[src/rtl/video_mix_pkg.sv]
// Shared types and colour helpers for the post-scandoubler output stage.
package video_mix_pkg;

  typedef enum logic [1:0] {
    SL_NONE = 2'b00,
    SL_25   = 2'b01,
    SL_50   = 2'b10,
    SL_75   = 2'b11
  } sl_level_t;

  // c_left holds the component left-justified in 8 bits with zero LSBs;
  // OR-ing in a copy shifted by the depth replicates the MSBs into the gap.
  function automatic logic [7:0] expand_c(input logic [7:0] c_left, input int unsigned bits);
    return c_left | (c_left >> bits);
  endfunction

  function automatic logic [7:0] darken(input logic [7:0] c, input sl_level_t level);
    logic [7:0] r;
    case (level)
      SL_25:   r = (c >> 1) + (c >> 2);
      SL_50:   r = c >> 1;
      SL_75:   r = c >> 2;
      default: r = c;
    endcase
    return r;
  endfunction

endpackage

[src/rtl/video_mixer_pl_if.sv]
// Video bundle between the scandoubler mux (master) and the mixer (slave).
interface video_mixer_pl_if #(
  parameter int COLOR_BITS = 8,
  parameter int CNT_W      = 12
);
  // No handshake: ce_pix qualifies each pixel, there is no backpressure, and
  // every output is a fixed 2-clock delay of the matching inputs.
  logic                  ce_pix;
  logic [1:0]            scanlines;
  logic                  field;
  logic                  mono;
  logic [COLOR_BITS-1:0] R, G, B;
  logic                  HSync, VSync;
  logic                  HBlank, VBlank;

  logic                  ce_pix_out;
  logic [7:0]            VGA_R, VGA_G, VGA_B;
  logic                  VGA_HS, VGA_VS, VGA_DE;
  logic [CNT_W-1:0]      hdisp, vdisp;

  modport master (
    output ce_pix, scanlines, field, mono, R, G, B, HSync, VSync, HBlank, VBlank,
    input  ce_pix_out, VGA_R, VGA_G, VGA_B, VGA_HS, VGA_VS, VGA_DE, hdisp, vdisp
  );

  modport slave (
    input  ce_pix, scanlines, field, mono, R, G, B, HSync, VSync, HBlank, VBlank,
    output ce_pix_out, VGA_R, VGA_G, VGA_B, VGA_HS, VGA_VS, VGA_DE, hdisp, vdisp
  );
endinterface

[src/rtl/video_timing_meter.sv]
// Measures active pixels per line and active lines per frame from the stage-1 DE.
module video_timing_meter #(
  parameter int CNT_W = 12
) (
  input  logic             clk_sys,
  input  logic             reset,
  input  logic             i_ce,
  input  logic             i_de,
  input  logic             i_vs,
  output logic [CNT_W-1:0] o_hdisp,
  output logic [CNT_W-1:0] o_vdisp
);

  localparam logic [CNT_W-1:0] CNT_MAX = '1;

  logic             r_de_d;
  logic             r_vs_d;
  logic [CNT_W-1:0] r_hcnt;
  logic [CNT_W-1:0] r_vcnt;
  logic [CNT_W-1:0] r_hdisp;
  logic [CNT_W-1:0] r_vdisp;

  logic             w_de_fall;
  logic             w_vs_rise;
  logic [CNT_W-1:0] w_vcnt_next;

  always_comb begin
    w_de_fall   = r_de_d & ~i_de;
    w_vs_rise   = ~r_vs_d & i_vs;
    w_vcnt_next = r_vcnt;
    if (w_de_fall && (r_vcnt != CNT_MAX)) w_vcnt_next = r_vcnt + CNT_W'(1);
  end

  always_ff @(posedge clk_sys) begin
    if (reset) begin
      r_de_d  <= 1'b0;
      r_vs_d  <= 1'b0;
      r_hcnt  <= '0;
      r_vcnt  <= '0;
      r_hdisp <= '0;
      r_vdisp <= '0;
    end else begin
      r_de_d <= i_de;
      r_vs_d <= i_vs;

      if (w_de_fall) begin
        r_hdisp <= r_hcnt;
        r_hcnt  <= '0;
      end else if (i_ce && i_de && (r_hcnt != CNT_MAX)) begin
        r_hcnt <= r_hcnt + CNT_W'(1);
      end

      // A line ending on the same clock as the VSync rise still belongs to the old frame.
      if (w_vs_rise) begin
        r_vdisp <= w_vcnt_next;
        r_vcnt  <= '0;
      end else begin
        r_vcnt <= w_vcnt_next;
      end
    end
  end

  assign o_hdisp = r_hdisp;
  assign o_vdisp = r_vdisp;

endmodule

[src/rtl/video_mixer_pl.sv]
// Output stage: colour expansion/mono select (stage 1), scanline darkening (stage 2),
// clean DE generation and active-area measurement.
module video_mixer_pl
  import video_mix_pkg::*;
#(
  parameter int COLOR_BITS = 8,
  parameter int CNT_W      = 12
) (
  input logic             clk_sys,
  input logic             reset,
  video_mixer_pl_if.slave vif
);

  logic [7:0]       r1_r, r1_g, r1_b;
  logic             r1_hs, r1_vs, r1_de, r1_ce, r1_dark;
  sl_level_t        r1_sl;
  logic             r_phase;
  logic             r_hde_d;

  logic [7:0]       r2_r, r2_g, r2_b;
  logic             r2_hs, r2_vs, r2_de, r2_ce;

  logic [7:0]       w_r, w_g, w_b, w_mono;
  logic             w_hde, w_de_next, w_hs_fall, w_vs_fall;
  sl_level_t        w_level;
  logic [CNT_W-1:0] w_hdisp, w_vdisp;

  always_comb begin
    w_mono = 8'({vif.G, vif.R});
    if ((COLOR_BITS == 4) && vif.mono) begin
      w_r = w_mono;
      w_g = w_mono;
      w_b = w_mono;
    end else begin
      w_r = expand_c(8'(vif.R) << (8 - COLOR_BITS), COLOR_BITS);
      w_g = expand_c(8'(vif.G) << (8 - COLOR_BITS), COLOR_BITS);
      w_b = expand_c(8'(vif.B) << (8 - COLOR_BITS), COLOR_BITS);
    end
  end

  // DE opens only on an hde rise inside the vertical active area and closes on any
  // hde fall, so a VBlank change mid-line never cuts a line short or starts one.
  always_comb begin
    w_hde     = ~vif.HBlank;
    w_de_next = r1_de;
    if (w_hde && !r_hde_d && !vif.VBlank) w_de_next = 1'b1;
    else if (!w_hde && r_hde_d)           w_de_next = 1'b0;
    w_hs_fall = r1_hs & ~vif.HSync;
    w_vs_fall = r1_vs & ~vif.VSync;
  end

  always_ff @(posedge clk_sys) begin
    if (reset) begin
      r1_r    <= '0;
      r1_g    <= '0;
      r1_b    <= '0;
      r1_hs   <= 1'b0;
      r1_vs   <= 1'b0;
      r1_de   <= 1'b0;
      r1_ce   <= 1'b0;
      r1_dark <= 1'b0;
      r1_sl   <= SL_NONE;
      r_phase <= 1'b0;
      // Treat hde as already high so a reset released mid-line sees no rise.
      r_hde_d <= 1'b1;
    end else begin
      r1_r    <= w_r;
      r1_g    <= w_g;
      r1_b    <= w_b;
      r1_hs   <= vif.HSync;
      r1_vs   <= vif.VSync;
      r1_de   <= w_de_next;
      r1_ce   <= vif.ce_pix;
      r1_dark <= r_phase;
      r1_sl   <= sl_level_t'(vif.scanlines);
      r_hde_d <= w_hde;
      if (w_vs_fall)      r_phase <= vif.field;
      else if (w_hs_fall) r_phase <= ~r_phase;
    end
  end

  assign w_level = r1_dark ? r1_sl : SL_NONE;

  always_ff @(posedge clk_sys) begin
    if (reset) begin
      r2_r  <= '0;
      r2_g  <= '0;
      r2_b  <= '0;
      r2_hs <= 1'b0;
      r2_vs <= 1'b0;
      r2_de <= 1'b0;
      r2_ce <= 1'b0;
    end else begin
      r2_r  <= darken(r1_r, w_level);
      r2_g  <= darken(r1_g, w_level);
      r2_b  <= darken(r1_b, w_level);
      r2_hs <= r1_hs;
      r2_vs <= r1_vs;
      r2_de <= r1_de;
      r2_ce <= r1_ce;
    end
  end

  video_timing_meter #(
    .CNT_W(CNT_W)
  ) u_meter (
    .clk_sys (clk_sys),
    .reset   (reset),
    .i_ce    (r1_ce),
    .i_de    (r1_de),
    .i_vs    (r1_vs),
    .o_hdisp (w_hdisp),
    .o_vdisp (w_vdisp)
  );

  assign vif.VGA_R      = r2_r;
  assign vif.VGA_G      = r2_g;
  assign vif.VGA_B      = r2_b;
  assign vif.VGA_HS     = r2_hs;
  assign vif.VGA_VS     = r2_vs;
  assign vif.VGA_DE     = r2_de;
  assign vif.ce_pix_out = r2_ce;
  assign vif.hdisp      = w_hdisp;
  assign vif.vdisp      = w_vdisp;

endmodule

[src/flat_wrapper.sv]
// flat-port wrapper written by rule: the top's interface ports become plain ports
module video_mixer_pl_flat import video_mix_pkg::*;
#(
  parameter int COLOR_BITS = 8,
  parameter int CNT_W      = 12
)
  (clk_sys, reset, vif_ce_pix, vif_scanlines, vif_field, vif_mono, vif_R, vif_G, vif_B, vif_HSync, vif_VSync, vif_HBlank, vif_VBlank, vif_ce_pix_out, vif_VGA_R, vif_VGA_G, vif_VGA_B, vif_VGA_HS, vif_VGA_VS, vif_VGA_DE, vif_hdisp, vif_vdisp);
  video_mixer_pl_if #(.COLOR_BITS(COLOR_BITS), .CNT_W(CNT_W)) vif_i ();
  input logic clk_sys;
  input logic reset;
  input wire logic [$bits(vif_i.ce_pix)-1:0] vif_ce_pix;
  input wire logic [$bits(vif_i.scanlines)-1:0] vif_scanlines;
  input wire logic [$bits(vif_i.field)-1:0] vif_field;
  input wire logic [$bits(vif_i.mono)-1:0] vif_mono;
  input wire logic [$bits(vif_i.R)-1:0] vif_R;
  input wire logic [$bits(vif_i.G)-1:0] vif_G;
  input wire logic [$bits(vif_i.B)-1:0] vif_B;
  input wire logic [$bits(vif_i.HSync)-1:0] vif_HSync;
  input wire logic [$bits(vif_i.VSync)-1:0] vif_VSync;
  input wire logic [$bits(vif_i.HBlank)-1:0] vif_HBlank;
  input wire logic [$bits(vif_i.VBlank)-1:0] vif_VBlank;
  output wire logic [$bits(vif_i.ce_pix_out)-1:0] vif_ce_pix_out;
  output wire logic [$bits(vif_i.VGA_R)-1:0] vif_VGA_R;
  output wire logic [$bits(vif_i.VGA_G)-1:0] vif_VGA_G;
  output wire logic [$bits(vif_i.VGA_B)-1:0] vif_VGA_B;
  output wire logic [$bits(vif_i.VGA_HS)-1:0] vif_VGA_HS;
  output wire logic [$bits(vif_i.VGA_VS)-1:0] vif_VGA_VS;
  output wire logic [$bits(vif_i.VGA_DE)-1:0] vif_VGA_DE;
  output wire logic [$bits(vif_i.hdisp)-1:0] vif_hdisp;
  output wire logic [$bits(vif_i.vdisp)-1:0] vif_vdisp;
  assign vif_i.ce_pix = vif_ce_pix;
  assign vif_i.scanlines = vif_scanlines;
  assign vif_i.field = vif_field;
  assign vif_i.mono = vif_mono;
  assign vif_i.R = vif_R;
  assign vif_i.G = vif_G;
  assign vif_i.B = vif_B;
  assign vif_i.HSync = vif_HSync;
  assign vif_i.VSync = vif_VSync;
  assign vif_i.HBlank = vif_HBlank;
  assign vif_i.VBlank = vif_VBlank;
  assign vif_ce_pix_out = vif_i.ce_pix_out;
  assign vif_VGA_R = vif_i.VGA_R;
  assign vif_VGA_G = vif_i.VGA_G;
  assign vif_VGA_B = vif_i.VGA_B;
  assign vif_VGA_HS = vif_i.VGA_HS;
  assign vif_VGA_VS = vif_i.VGA_VS;
  assign vif_VGA_DE = vif_i.VGA_DE;
  assign vif_hdisp = vif_i.hdisp;
  assign vif_vdisp = vif_i.vdisp;
  video_mixer_pl #(.COLOR_BITS(COLOR_BITS), .CNT_W(CNT_W)) u_core (.clk_sys(clk_sys), .reset(reset), .vif(vif_i));
endmodule
[config.mk]
export PLATFORM = sky130hd
export DESIGN_NAME = video_mixer_pl_flat
export DESIGN_NICKNAME = d
export VERILOG_FILES = /design/src/rtl/video_mix_pkg.sv /design/src/rtl/video_mixer_pl_if.sv /design/src/rtl/video_timing_meter.sv /design/src/rtl/video_mixer_pl.sv /design/src/flat_wrapper.sv
export SDC_FILE = /design/constraint.sdc
export NUM_CORES = 1
export LEC_CHECK = 0
export BUFFER_PORTS_ARGS = -buffer_cell sky130_fd_sc_hd__buf_4
export CORE_MARGIN = 2
export CORE_UTILIZATION = 60
export CTS_BUF_LIST = sky130_fd_sc_hd__clkbuf_8
export DETAILED_ROUTE_END_ITERATION = 6
export PLACE_DENSITY_LB_ADDON = 0.08
export SLEW_MARGIN = 10
export SYNTH_ARGS = -nofsm -noshare
export SYNTH_HDL_FRONTEND = slang
export SYNTH_SLANG_ARGS = --single-unit
[constraint.sdc]
create_clock -name clk_sys -period 3.5 [get_ports clk_sys]
set_input_delay 0.7 -clock clk_sys [delete_from_list [all_inputs] [get_ports clk_sys]]
set_output_delay 0.7 -clock clk_sys [all_outputs]
set_load 0.01 [all_outputs]
# ---- Word level (Yosys, flattened, before mapping)
# Cells that the tools add are included.
dict set report word_totals {
  in_bits 35
  word_cells 63
  output_inout_bits 52
  ff_bits 109
}
dict set report classes {
  addsub 5
  reduce_logical 12
  bitwise_logic 10
  n_eq_ne 5
  n_mux 9
}
# op n
set op_table {}
lappend op_table {{$pmux 8 s3} 3}
lappend op_table {{$add 12x1->12 const B} 2}
lappend op_table {{$add 7x6->8} 3}
lappend op_table {{$ne 12x12->1 const B} 2}
lappend op_table {{$mux 12} 1}
lappend op_table {{$logic_and 1x1->1} 6}
lappend op_table {{$not 1->1} 6}
lappend op_table {{$and 1x1->1} 4}
lappend op_table {{$eq 2x2->1 const B} 2}
lappend op_table {{$mux 1} 4}
lappend op_table {{$reduce_bool 2->1} 2}
lappend op_table {{$reduce_or 2->1} 2}
lappend op_table {{$eq 2x1->1 const B} 1}
lappend op_table {{$logic_not 1->1} 2}
lappend op_table {{$mux 2} 1}

# ---- Depth between registers and ports, before layout
# Gate-level depths: netlist of the first run.
dict set report logic_depth {
  depth_word 4
  ltp_mapped 7
  ltp_nobuf 6
}

# ---- Hierarchy
# From an unflattened synthesis of the first run, not the netlist that was laid out.
dict set report unflattened {
  hier_cells 611
  hier_area_um2 5400.2
}
# module seq_area_each_um2 n_inst cells_per_inst area_per_inst_um2
set modules_own_cells {}
lappend modules_own_cells {video_mixer_pl 1221.2 1 335 3069.2}
lappend modules_own_cells {video_timing_meter 1001.0 1 276 2331.0}

# ---- Worst setup path after synthesis of the first run
# Ideal clock, no wire load.
dict set report synth_path {
  path_type {input to register}
  start {in reset}
  end {reg u_core.u_meter.r_vdisp[3], in the netlist u_core.u_meter.o_vdisp[3]}
  stages 6
  setup_time_ns 0.106
  path_buffers 2
  setup_slack_ns 1.634
  arrival_ns 1.760
  t_required_ns 3.394
  cell_sequence {clkbuf_1 > or3b_1 > clkbuf_1 > nor4_1 > a31oi_1 > o311ai_0}
}
# item line_no
set synth_lines {}
lappend synth_lines {{from (decl)} flat_wrapper.sv:10} ;# input logic reset;
lappend synth_lines {{to (signal assigned)} video_timing_meter.sv:55} ;# r_vdisp <= w_vcnt_next;
lappend synth_lines {{to (decl)} video_timing_meter.sv:21} ;# logic [CNT_W-1:0] r_vdisp;

# ---- Worst setup path in the final report of the first run
dict set report layout_path {
  start {reg u_core.u_meter.r_hcnt[0]}
  end {reg u_core.u_meter.r_hcnt[3]}
}
dict set report layout_between {
  elab_chain_len 2
  elab_cells_between_ends 3
  classes_between {add/sub (1); eq/ne (1); reduce/logical (1)}
}
# item line_no
set layout_lines {}
lappend layout_lines {{from (decl)} video_timing_meter.sv:18} ;# logic [CNT_W-1:0] r_hcnt;
lappend layout_lines {{from (signal assigned)} video_timing_meter.sv:50} ;# r_hcnt <= r_hcnt + CNT_W'(1);
lappend layout_lines {{parallel branches: the longest is 2 deep, another holds $add 12x1->12} --}
# Several ways; the timed one is not identified.
# A chain may end at the register's enable or synchronous reset.

==> results of run 1 <==
==> layer usage <==
metal / GRT usage (%) / up-vias
met5: 0 / -
met4: 8.01 / 0
met3: 6.66 / 22
met2: 46.8 / 158
met1: 30.8 / 2336
li1: - / 2387
==> power groups by stage <==
stage	Clock [mW]	Sequential [mW]	Combinational (mW)
2_1_floorplan	0	1.34	0.161
3_3_place_gp	0	1.34	0.244
3_5_place_dp	0	1.34	0.254
4_1_cts	0.805	1.31	0.255
5_1_grt	0.852	1.32	0.284
6_report	0.793	1.31	0.255
==> flip-flops by register name, indices dropped and copies added (netlist names), 2 cells and up <==
register                flops
u_core.u_meter.o_hdisp     12
u_core.u_meter.o_vdisp     12
u_core.u_meter.r_hcnt      12
u_core.u_meter.r_vcnt      12
u_core.r1_b                 8
u_core.r1_g                 8
u_core.r1_r                 8
u_core.vif.VGA_B            8
u_core.vif.VGA_G            8
u_core.vif.VGA_R            8
u_core.r1_sl                2
==> cells by family after synthesis <==
group | Yosys count
AOI/OAI and AO/OA | 192
xor gates and xnor gates | 8
adders and majority gates | 26
buffers and inverters | 46
DFF | 109
muxes | 9
and+or+nand+nor | 216
==> placed cells by master (no fill, tap or decap), types with 13 or more instances in the layout <==
cell,netlist,routed
dfxtp_1,109,109
buf_4,0,92
nand2_1,63,63
a21oi_1,55,55
o21ai_0,46,46
nor2b_1,39,39
nand3_1,29,29
ha_1,23,23
or4_1,16,16
o31ai_1,14,14
inv_1,13,13
==> stage by stage <==
| step | cell area, µm² | setup WS (ns) | hold WS (ns) | utilization (%) | instances |
|---|---|---|---|---|---|
| after floorplan | 5300 | 1.63 | 0.430 | - | 606 |
| after global placement | 5990 | 1.13 | 0.442 | 69.4 | 773 |
| after detailed placement | 5990 | 1.12 | 0.449 | 69.4 | 773 |
| after CTS | 6200 | 1.36 | 0.465 | 71.8 | 789 |
| after global routing | 6200 | 1.09 | 0.484 | 71.8 | 789 |
| final | 6200 | 1.31 | 0.464 | 71.8 | 789 |
==> worst max-delay path, cell delays in order (launching register included) <==
cell and delay (ns):
dfxtp_1 0.41, ha_1 0.21, nand2_1 0.11, nor4_2 0.97, o31ai_1 0.23, a21oi_1 0.19
==> area by class of cell <==
type,instances,area (µm²)
inverter,13,48.8
sequential,109,2180
clock buffer,9,124
clock inverter,7,83.8
fill,697,2430
multi-input combinational,451,2940
tap,108,135
timing repair buffer,92,691
==> worst paths after layout <==
path                              from                         to  slack, ns  depth (start not counted)
max reg2reg   u_core.u_meter.r_hcnt[0]   u_core.u_meter.r_hcnt[3]       1.31                          5
min          u_core.u_meter.o_hdisp[5]  u_core.u_meter.o_hdisp[5]       0.46                          2
min reg2reg  u_core.u_meter.o_hdisp[5]  u_core.u_meter.o_hdisp[5]       0.46                          2
max           u_core.u_meter.r_hcnt[0]   u_core.u_meter.r_hcnt[3]       1.31                          5
==> summary.txt, run 1 <==
Critical path
  – CP Launch Type: flop
  – Crit. End Element: flop
  – CP required: about 3.8 ns
  – CP Class: flop to flop
  – CP Data Arrival Time: between 2 and 2.5 ns
  – Worst-path maximum fanout: 16

STA
  – Final Cycle Share: 62.6%
  – Slew Limit Fails: 0
  – RSZ-0062 raised after global routing: false
  – Post-Route Setup TNS: 0 ns
  – # setup viols final: 0
  – Skew final: around 0.016 ns
  – Fmax: 0.457 GHz
  – Worst Tran Pin Value: ~1.2 ns
  – Rel. slew slack: 20.8%
  – Hold Vio Cnt, Final: 0
  – Final min period: ~2.2 ns

Pwr
  – Clk network pwr share: roughly 34%
  – Sw Pwr: just over 0.6 mW
  – Leak Pwr: approximately 2.4 nW
  – Power, Total: about 2.4 mW
  – Switching Share: 26.3%
  – Logic gate share of total power: roughly 11%
  – Power Dens Cells: roughly 380 nW/µm²
  – Max VDD drop: about 0.27 mV
  – Flop pwr share: approximately 56%
  – Power Internal: approximately 1.7 mW

Placed design
  – RePlAce Congestion: 0.882
  – Port buffer count: 85
  – Post-DP HPWL: ~9000 µm

Global route
  – Overflow after GRT: 0
  – Vias in the first global route: 4597
  – Pin count of the biggest net entering global routing: 57
  – First-pass GRT wire length: 20900 µm
  – Initial antenna violation count: 0
  – Gr usage total: between 20% and 30%

Synthesis
  – Post-synthesis register bit count: 109
  – Cells after Synth: 606
  – Unique cell type count in the Yosys netlist: 60
  – Simple-gate area share of the yosys netlist: between 20 and 25%
  – XOR/XNOR Fraction of Synth Area: about 1.3%
  – Compound-gate portion of the synthesized area: between 20% and 30%
  – Top cells by count, synth: dfxtp_1 (109), nand2_1 (63), a21oi_1 (55)
  – Synth top area share: 41.2%
  – Count leader, synth: dfxtp_1
  – Ys flop type: dfxtp_1
  – Mapped Nets: 667
  – Main combinational cell family by area after synthesis: compound AO/OA/AOI/OAI gates
  – Synth area leader: dfxtp_1
  – Mux cell area share after synthesis: between 1.5 and 2%
  – Post-synth EDFFs: 0
  – Sequential share of the synthesized area: approximately two fifths
  – Synth top area cells: dfxtp_1 (41%), ha_1 (5.4%), a21oi_1 (5.2%)
  – Yosys warnings: 0
  – Post-synthesis instance area: about 5300 µm²
  – Synth Area in Adders: roughly 6.6%
  – Post-synth ARST share: 0%
  – Syn avg cell area: 8.75 µm²

Route
  – Iter 0 DRT Violations: 159
  – DRT Wirelength: about 13000 µm
  – Routed wl met3: 672 µm
  – Remaining antenna violation count: 0
  – Vias per cell: roughly 6.2
  – DR top layer: met4
  – Met1 WL: approximately 5200 µm
  – Drt first pass iters: 6
  – DR WL met2: 6610 µm
  – DR DRC count: 0
  – Vias post-DR: between 4000 and 5000
  – WL/cell: approximately 16 µm

Cells and area
  – Total Nets Final: approximately 740
  – Layout cells sized above 1: approximately 18%
  – Layout overhead on the synthesized area: 17.0%
  – Antenna diode count: 0

Die
  – Top-Level Pins: a little under 90
  – Total die area: roughly 9600 µm²
  – FP Rows: 34
  – Initial core utilization: ~60%
  – Die Ht: 98.0 µm
  – Die X: 98.0 µm
  – Core ar.: 8640 µm²

Min path
  – Worst hold path type: flop to flop

Run status
  – Status: completed

CTS
  – Clk Latency, worst-skew pair: 0.38 ns
  – Max Root-Sink Buffers: 2
  – Clk sink count: approximately 110
  – Cts repair resizes: 0
  – Reg clk slew, reported paths: between 0.1 and 0.15 ns
  – Post-CTS Setup Repair Bufs: 0
  – CTS tree: yes
  – CTS root buf: clkbuf_8
  – CTS Buf Count: 9
  – H-tree depth: 3
  – CTS Hold Buffers Added: 0

Flow run
  – Max cap viols: 0
Note: power is estimated with default switching activity, not from simulation.
==> run 2: changes to the inputs <==
- ABC_AREA: default -> 1
- CORE_UTILIZATION: 60 -> 58
- clock period: 3.5 -> 2.2 ns (I/O delays scaled with it)
==> summary.txt, run 2 <==
Critical path
  – Worst-path maximum fanout: 6 (-10)
  – CP required: 2.50 ns (-1.30 ns)
  – CP Class: flop to flop
  – Reg2Reg Setup Slack: 0.35 ns (-0.96 ns)
  – Crit. End Element: flop
  – CP Data Arrival Time: 2.15 ns (-0.34 ns)
  – CP Launch Type: flop

STA
  – Fmax: 0.540 GHz (+18%)
  – Skew final: 0.0161 ns (+0.000378 ns)
  – RSZ-0062 raised after global routing: false
  – Rel. slew slack: 72.9% (+52 points)
  – Worst Tran Pin Value: 0.407 ns (-0.771 ns)
  – Slew Limit Fails: 0 (unchanged)
  – # setup viols final: 0 (unchanged)
  – Final min period: 1.85 ns (-0.338 ns)
  – Hold Vio Cnt, Final: 0 (unchanged)
  – Final Cycle Share: 84.2% (+22 points)
  – Post-Route Setup TNS: 0 ns (unchanged)

Cells and area
  – Register area: 2180 µm² (unchanged)
  – Most common cell after layout, fill and taps aside: nand2_1
  – Final Util: 70.8% (-0.99 points)
  – Fillers: 748 (+7.3%)
  – Antenna diode count: 0 (unchanged)
  – Area of the multi-input gates: 2600 µm² (-11%)
  – Final instance area: 6210 µm² (about the same)
  – Layout cells sized above 1: 15.9% (-1.8 points)
  – Layout overhead on the synthesized area: 18.0%
  – Total Nets Final: 894 (+21%)
  – Commonest cells after routing, fill and taps aside: nand2_1 (207), dfxtp_1 (109), buf_4 (94), inv_1 (93), nor2_1 (88)

CTS
  – CTS root buf: clkbuf_8
  – Max Root-Sink Buffers: 2 (unchanged)
  – Reg clk slew, reported paths: 0.11 ns (about the same)
  – Clk sink count: 109 (unchanged)
  – Clk Latency, worst-skew pair: 0.38 ns (about the same)
  – CTS tree: yes
  – Post-CTS Setup Repair Bufs: 0 (unchanged)
  – Cts repair resizes: 0 (unchanged)
  – CTS Buf Count: 9 (unchanged)
  – CTS Hold Buffers Added: 0 (unchanged)
  – H-tree depth: 3 (unchanged)

Global route
  – Gr usage total: 24.8% (-1.4 points)
  – Initial antenna violation count: 0 (unchanged)
  – Overflow after GRT: 0 (unchanged)
  – Pin count of the biggest net entering global routing: 37 (-35%)
  – First-pass GRT wire length: 20200 µm (-3.6%)
  – Vias in the first global route: 4612 (+0.33%)

Run status
  – Status: completed

Die
  – Total die area: 9850 µm² (+2.5%)
  – Die Ht: 99.2 µm (+1.3%)
  – Core ar.: 8760 µm² (+1.5%)
  – Initial core utilization: 60.0% (-1.4 points)
  – Die X: 99.2 µm (+1.3%)
  – Top-Level Pins: 87 (unchanged)
  – FP Rows: 34 (unchanged)

Route
  – Vias post-DR: 4935 (+0.65%)
  – DR DRC count: 0 (unchanged)
  – Vias per cell: 5.22 (-16%)
  – Drt first pass iters: 5 (-1)
  – Iter 0 DRT Violations: 226 (+42%)
  – Remaining antenna violation count: 0 (unchanged)
  – WL/cell: 12.5 µm (-22%)
  – DRT Wirelength: 11800 µm (-7.0%)

Synthesis
  – Synth area leader: dfxtp_1
  – Synth Area in Adders: 6.61% (+0.051 points)
  – Mux cell area share after synthesis: 0% (-1.7 points)
  – Post-synthesis instance area: 5260 µm² (-0.78%)
  – Count leader, synth: nand2_1
  – Cells after Synth: 749 (+24%)
  – Simple-gate area share of the yosys netlist: 31.2% (+8.7 points)
  – XOR/XNOR Fraction of Synth Area: 2.00% (+0.68 points)
  – Yosys warnings: 0 (unchanged)
  – Main combinational cell family by area after synthesis: simple AND/OR/NAND/NOR gates
  – Post-synth EDFFs: 0 (unchanged)
  – Synth top area cells: dfxtp_1 (41%), nand2_1 (15%), inv_1 (6.6%)
  – Mapped Nets: 810 (+21%)
  – Post-synthesis register bit count: 109 (unchanged)
  – Syn avg cell area: 7.02 µm² (-20%)
  – Top cells by count, synth: nand2_1 (207), dfxtp_1 (109), inv_1 (93)
  – Compound-gate portion of the synthesized area: 9.68% (-14 points)
  – Post-synth ARST share: 0% (unchanged)
  – Sequential share of the synthesized area: 41.5% (+0.32 points)
  – Unique cell type count in the Yosys netlist: 33 (-45%)
  – Synth top area share: 41.5% (+0.32 points)
  – Ys flop type: dfxtp_1

Pwr
  – Max VDD drop: 0.307 mV (+13%)
  – Power Dens Cells: 604 nW/µm² (+59%)
  – Power, Total: 3.75 mW (+59%)
  – Leak Pwr: 3.04 nW (+25%)

Flow run
  – Max cap viols: 0 (unchanged)

Placed design
  – Port buffer count: 85 (unchanged)
  – RePlAce Congestion: 0.911 (+3.3%)
  – Post-DP HPWL: 8690 µm (-3.6%)
  – Post-place instance area: 5990 µm² (about the same)

Min path
  – Worst hold path type: primary input to flop
## run 2: per-layer routing
layer  share of wire (%)  track usage [%]
met1                  46             32.7
met2                  46             41.2
met3                 6.2             6.11
met4                 1.2             5.80
met5                   0                0
## run 2: final cells by class
type                       count  share of cell area, %
clock buffer                   9                   2.00
timing repair buffer          94                   11.4
multi-input combinational    521                   41.9
sequential                   109                   35.2
clock inverter                 7                   1.47
tap                          108                   2.18
inverter                      98                   5.93
## run 2: kinds of logic after synthesis
group,after synthesis
AOI/OAI and AO/OA,95
and+or+nand+nor,388
adders and majority gates,26
buffers and inverters,119
DFF,109
xor gates and xnor gates,12
## run 2: where the power goes
group | internal [mW] | switching (mW) | leakage [nW]
clock network | 0.554 | 0.730 | 0.105
logic | 0.168 | 0.214 | 2.04
registers | 2.04 | 0.0521 | 0.891
## run 2: critical path, stage by stage (launching register included)
cell and delay, ns:
dfxtp_1 0.39, ha_1 0.25, fa_1 0.40, nand2_1 0.11, nand3_1 0.12, nand3_1 0.12, nand2_1 0.07, nand2_1 0.06
nand3_1 0.08, a21oi_1 0.17
## run 2: worst paths after layout
| path | startpoint | end | cells after the start |
|---|---|---|---|
| min reg2reg | u_core.r1_hs | u_core.vif.VGA_HS | 2 |
| min | vif_HBlank | u_core.r_hde_d | 2 |
| max | u_core.r1_r[2] | u_core.vif.VGA_R[6] | 9 |
| max reg2reg | u_core.r1_r[2] | u_core.vif.VGA_R[6] | 9 |
## run 2: stage by stage
| stage | worst slack (ns) | hold WS, ns | instances |
|---|---|---|---|
| 6_report | 0.348 | 0.244 | 946 |
| 5_1_grt | 0.176 | 0.225 | 946 |
| 4_1_cts | 0.373 | 0.239 | 946 |
| 3_3_place_gp | 0.457 | 0.411 | 930 |
| 3_5_place_dp | 0.435 | 0.423 | 930 |
| 2_1_floorplan | 0.671 | 0.403 | 749 |
